## src/rtl/debounce_pkg.sv

```systemverilog
// Shared definitions for the debounce block: FSM state encoding and default
// qualification length.
package debounce_pkg;

  localparam int STABLE_CYCLES_DEF = 4;

  typedef enum logic [1:0] {
    ST_LOW    = 2'b00,
    WAIT_HIGH = 2'b01,
    ST_HIGH   = 2'b11,
    WAIT_LOW  = 2'b10
  } state_t;

endpackage

```

## src/rtl/sync2.sv

```systemverilog
// Two-flop synchronizer for a single asynchronous level; both stages clear to 0.
module sync2 (
  input  logic clk,
  input  logic rst_n,
  input  logic d,
  output logic q
);

  logic meta;

  always_ff @(posedge clk or negedge rst_n) begin
    if (!rst_n) begin
      meta <= 1'b0;
      q    <= 1'b0;
    end else begin
      meta <= d;
      q    <= meta;
    end
  end

endmodule

```

## src/rtl/debounce_sync.sv

```systemverilog
// Debounces a raw asynchronous level: synchronize, then require STABLE_CYCLES
// consecutive equal samples before the registered output follows.
// Optional edge pulses (rise/fall) are built only with DEBOUNCE_EDGE_EN defined.
module debounce_sync
  import debounce_pkg::*;
#(
  parameter int STABLE_CYCLES = STABLE_CYCLES_DEF,
  parameter int CNT_W         = 3
) (
  input  logic clk,
  input  logic rst_n,
  input  logic in1,
  output logic out,
  output logic out_n,
  output logic rise,
  output logic fall
);

  localparam logic [CNT_W-1:0] CNT_LAST = CNT_W'(STABLE_CYCLES - 1);
  localparam logic [CNT_W-1:0] CNT_ONE  = CNT_W'(1);

  logic             s;
  state_t           state;
  logic [CNT_W-1:0] cnt;
  logic             out_q;

  sync2 u_sync (
    .clk   (clk),
    .rst_n (rst_n),
    .d     (in1),
    .q     (s)
  );

`ifdef DEBOUNCE_EDGE_EN
  logic rise_q, fall_q;
`endif

  // Count restarts at 0 whenever the candidate level drops out, so it never
  // exceeds CNT_LAST and cannot wrap.
  always_ff @(posedge clk or negedge rst_n) begin
    if (!rst_n) begin
      state <= ST_LOW;
      cnt   <= '0;
      out_q <= 1'b0;
`ifdef DEBOUNCE_EDGE_EN
      rise_q <= 1'b0;
      fall_q <= 1'b0;
`endif
    end else begin
`ifdef DEBOUNCE_EDGE_EN
      rise_q <= 1'b0;
      fall_q <= 1'b0;
`endif
      case (state)
        ST_LOW: begin
          if (s) begin
            state <= WAIT_HIGH;
            cnt   <= CNT_ONE;
          end else begin
            cnt <= '0;
          end
        end
        WAIT_HIGH: begin
          if (!s) begin
            state <= ST_LOW;
            cnt   <= '0;
          end else if (cnt == CNT_LAST) begin
            state <= ST_HIGH;
            cnt   <= '0;
            out_q <= 1'b1;
`ifdef DEBOUNCE_EDGE_EN
            rise_q <= 1'b1;
`endif
          end else begin
            cnt <= cnt + CNT_ONE;
          end
        end
        ST_HIGH: begin
          if (!s) begin
            state <= WAIT_LOW;
            cnt   <= CNT_ONE;
          end else begin
            cnt <= '0;
          end
        end
        WAIT_LOW: begin
          if (s) begin
            state <= ST_HIGH;
            cnt   <= '0;
          end else if (cnt == CNT_LAST) begin
            state <= ST_LOW;
            cnt   <= '0;
            out_q <= 1'b0;
`ifdef DEBOUNCE_EDGE_EN
            fall_q <= 1'b1;
`endif
          end else begin
            cnt <= cnt + CNT_ONE;
          end
        end
        default: begin
          state <= ST_LOW;
          cnt   <= '0;
        end
      endcase
    end
  end

  assign out   = out_q;
  assign out_n = ~out_q;

`ifdef DEBOUNCE_EDGE_EN
  assign rise = rise_q;
  assign fall = fall_q;
`else
  assign rise = 1'b0;
  assign fall = 1'b0;
`endif

endmodule

```

## config.mk

```make
export PLATFORM = sky130hd
export DESIGN_NAME = debounce_sync
export DESIGN_NICKNAME = d
export VERILOG_FILES = /design/src/rtl/debounce_pkg.sv /design/src/rtl/sync2.sv /design/src/rtl/debounce_sync.sv
export SDC_FILE = /design/constraint.sdc
export NUM_CORES = 1
export LEC_CHECK = 0
export ABC_AREA = 1
export BUFFER_PORTS_ARGS = -buffer_cell sky130_fd_sc_hd__buf_2
export CAP_MARGIN = 5
export CORE_AREA = 2 2 39 41
export DETAILED_ROUTE_END_ITERATION = 10
export DIE_AREA = 0 0 41 43
export PLACE_DENSITY = 0.63
export SLEW_MARGIN = 25
export SYNTH_ARGS = -nofsm -noshare
export SYNTH_HDL_FRONTEND = slang
export SYNTH_SLANG_ARGS = --single-unit
export TNS_END_PERCENT = 5
```

## constraint.sdc

```tcl
create_clock -name clk -period 1.4 [get_ports clk]
set_input_delay 0.21 -clock clk [delete_from_list [all_inputs] [get_ports clk]]
set_output_delay 0.21 -clock clk [all_outputs]
set_load 0.1 [all_outputs]
```

==> key figures <==
Power and ir drop
  – Lkg Pwr: 0.2857 nW
  – PwrDens: 1994 nW/um2
  – Worst vdd rail ir drop: 0.6863 mV
  – Power, Total: 1.140 mW

Critical path
  – Critical path class: reg -> out
  – FF-to-FF path depth: 6
  – R2R setup slack: 0.11 ns
  – Cell-by-cell listing of the critical path: buf_2
  – Max Fanout on Critical Path: 3
  – CP bufs+invs: 1
  – Type of origin of the critical path: flip-flop
  – CP peak stage delay: 0.43 ns
  – Req. time, crit path: 1.19 ns
  – CP endpoint kind: output port
  – WP data arrival: 1.13 ns
  – Reg2reg end: state[0]
  – CP top delay family: flip-flops
  – Slowest CP cell: dfrtp_4
  – R2R Path Start: state[0]

GRT
  – Met1 Track Usage GR: 0.1462
  – GR Overflow Total: 0
  – Vias in the first global route: 349
  – Routing usage on met2: 0.1906
  – GRT Overall Usage: 0.1278
  – Largest net degree at the start of global routing: 9
  – First-pass GRT wire length: 1449 um
  – Antenna violations before repair: 0
  – GRT Max-Usage Layer: met2
  – Met3 usage: 0.04712

CTS
  – H-tree depth: 1
  – CTS tree: built
  – Clk Latency, worst-skew pair: 0.27 ns
  – Clk Tree Root Cell: clkbuf_4
  – Clk sinks: 8
  – Bufs on Longest Clock Path: 2
  – Worst-path clk slew: 0.06 ns
  – CTS Buf Count: 3

Final layout
  – Final layout net count: 76
  – Layout Cells excl Fill: 82
  – Fill cells: 143
  – Final Cell Area: 571.8 um2
  – Layout cell share with drive strength beyond 1: 0.2424
  – Antenna diodes: 0
  – Layout area overhead: 19.01%
  – Multi-input gate area: 235.2 um2
  – Sequential Area: 203.9 um2

Route
  – Residual DRC: 0
  – Via-to-Cell Ratio: 4.573
  – First-pass DRT Iterations: 2
  – WL/cell: 10.90 um
  – Final wirelength: 894 um
  – Starting DRT DRC Count: 1
  – Final ANT Viol Nets: 0
  – Vias: 375

Floorplanning
  – Row cnt: 14
  – Core box area: 1384 um2
  – Die ar.: 1763 um2
  – Starting Density: 0.3472
  – Io pins: 7
  – Die Y: 43 um
  – Chip width: 41 um

Timing
  – Final hold violations: 0
  – Finish-stage setup viols: 0
  – Minimum clock period: 1.337 ns
  – Setup tns final: 0 ns
  – Part of the cycle the worst path needs: 0.9546
  – RSZ-0062 raised after global routing: false
  – Final Max Tran Viols: 0
  – Final worst clock skew: 0.005440 ns
  – Fmax: 0.7482 GHz

Worst hold path
  – Sink of the worst hold path: u_sync.meta
  – Cells on Worst Hold Path: 1
  – Hold_sp: in1
  – HP Class: in -> reg

Synth
  – Top post-synthesis cells by area: dfrtp_1, ha_1, nand2_1
  – Sequential area share after synthesis: 0.4167
  – Synth area leader: dfrtp_1
  – Netlist Area Pre-Place: 480.5 um2
  – Synthesized flop and latch total: 8
  – Share of the synthesized area in the top cell type: 0.4167
  – Mapped Cells: 58
  – Syn Area/Cell: 8.284 um2
  – Warnings from Yosys: 0
  – Synth cell types: 15

Placed design
  – DP HPWL: 637.1 um
  – # port buffers: 4
  – Gp weighted congestion: 0.7659
  – Placed instance count: 77
  – Cell area after placement: 531.8 um2

Flow run
  – Maxcap violations: 0

Outcome
  – Status: finished clean
## logic make-up after synthesis
group                      count (synthesis)  share of synthesized area
adders and majority gates                  6                     0.1562
and+or+nand+nor                           24                     0.2370
DFF                                        8                     0.4167
AOI/OAI and AO/OA                          7                    0.07289
other                                      1                   0.007805
buffers and inverters                     12                     0.1094
## flip-flops by register name (all words and copies together) (netlist names)
signal	flops
u_sync.q	1
cnt	3
out	1
u_sync.meta	1
state	2
## area by class of cell
type / count / share of cell area
sequential: 8 / 0.3567
timing repair buffer: 5 / 0.07877
tap: 16 / 0.03501
multi-input combinational: 39 / 0.4114
clock buffer: 4 / 0.04595
inverter: 10 / 0.07221
## worst max path at each step
| stage | depth (start not counted) | slack, ns | to | startpoint |
|---|---|---|---|---|
| finish | 1 | 0.06 | out | out |
| global route | 6 | 0.008 | state[0] | state[0] |
| CTS | 1 | 0.05 | out | out |
| detailed placement | 6 | 0.14 | state[0] | state[0] |
| global placement | 6 | 0.15 | state[0] | state[0] |
| floorplan | 1 | 0.08 | out_n | out |
## through the flow
| step | utilization | hold slack, ns | worst slack, ns |
|---|---|---|---|
| finish | 0.4132 | 0.04532 | 0.06349 |
| global route | 0.4132 | 0.04203 | 0.008021 |
| CTS | 0.4105 | 0.04191 | 0.05497 |
| detailed placement | 0.3843 | 0.06650 | 0.1392 |
| global placement | 0.3843 | 0.06002 | 0.1542 |
| floorplan | - | -0.08559 | 0.07599 |
## cells in the mapped netlist
library cell  number
nand2_1           12
inv_1              9
dfrtp_1            8
ha_1               6
nand3_1            4
a21oi_1            3
nand2_2            3
nor2_1             3
o21ai_0            3
buf_4              2
and3_2             1
conb_1             1
inv_2              1
nand2_4            1
o21ai_1            1
## routing by layer
metal | wire (um) | up-vias
li1 | - | 189
met1 | 366 | 169
met2 | 431 | 12
met3 | 53 | 5
met4 | 43 | 0
met5 | 0 | -
## placed cells by master (no fill, tap or decap), drive strengths merged
master / netlist / routed
nand2: 16 / 16
inv: 10 / 9
nand3: 4 / 4
buf: 2 / 4
clkbuf: 0 / 4
clkinvlp: 0 / 1
dlygate4sd3: 0 / 1
ha: 6 / 6
and3: 1 / 1
dfrtp: 8 / 8
nor2: 3 / 3
conb: 1 / 2
o21ai: 4 / 4
a21oi: 3 / 3
## where the power goes
part           total [mW]  internal [mW]  leakage (nW)  switching, mW
Clock               0.207          0.110        0.0150         0.0965
Sequential          0.342          0.292        0.0973         0.0499
Combinational       0.591          0.208         0.173          0.383
Total                1.14          0.610         0.286          0.530
## timing repair
| item | in CTS | in global routing |
|---|---|---|
| hold buffers | 1 | 0 |
| gates resized for setup | 0 | 1 |
| endpoints found under the hold margin | 8 | 0 |
| endpoints found under the setup margin | 0 | 1 |
| buffers inserted | 0 | 0 |
Note: power is estimated with default switching activity, not from simulation.
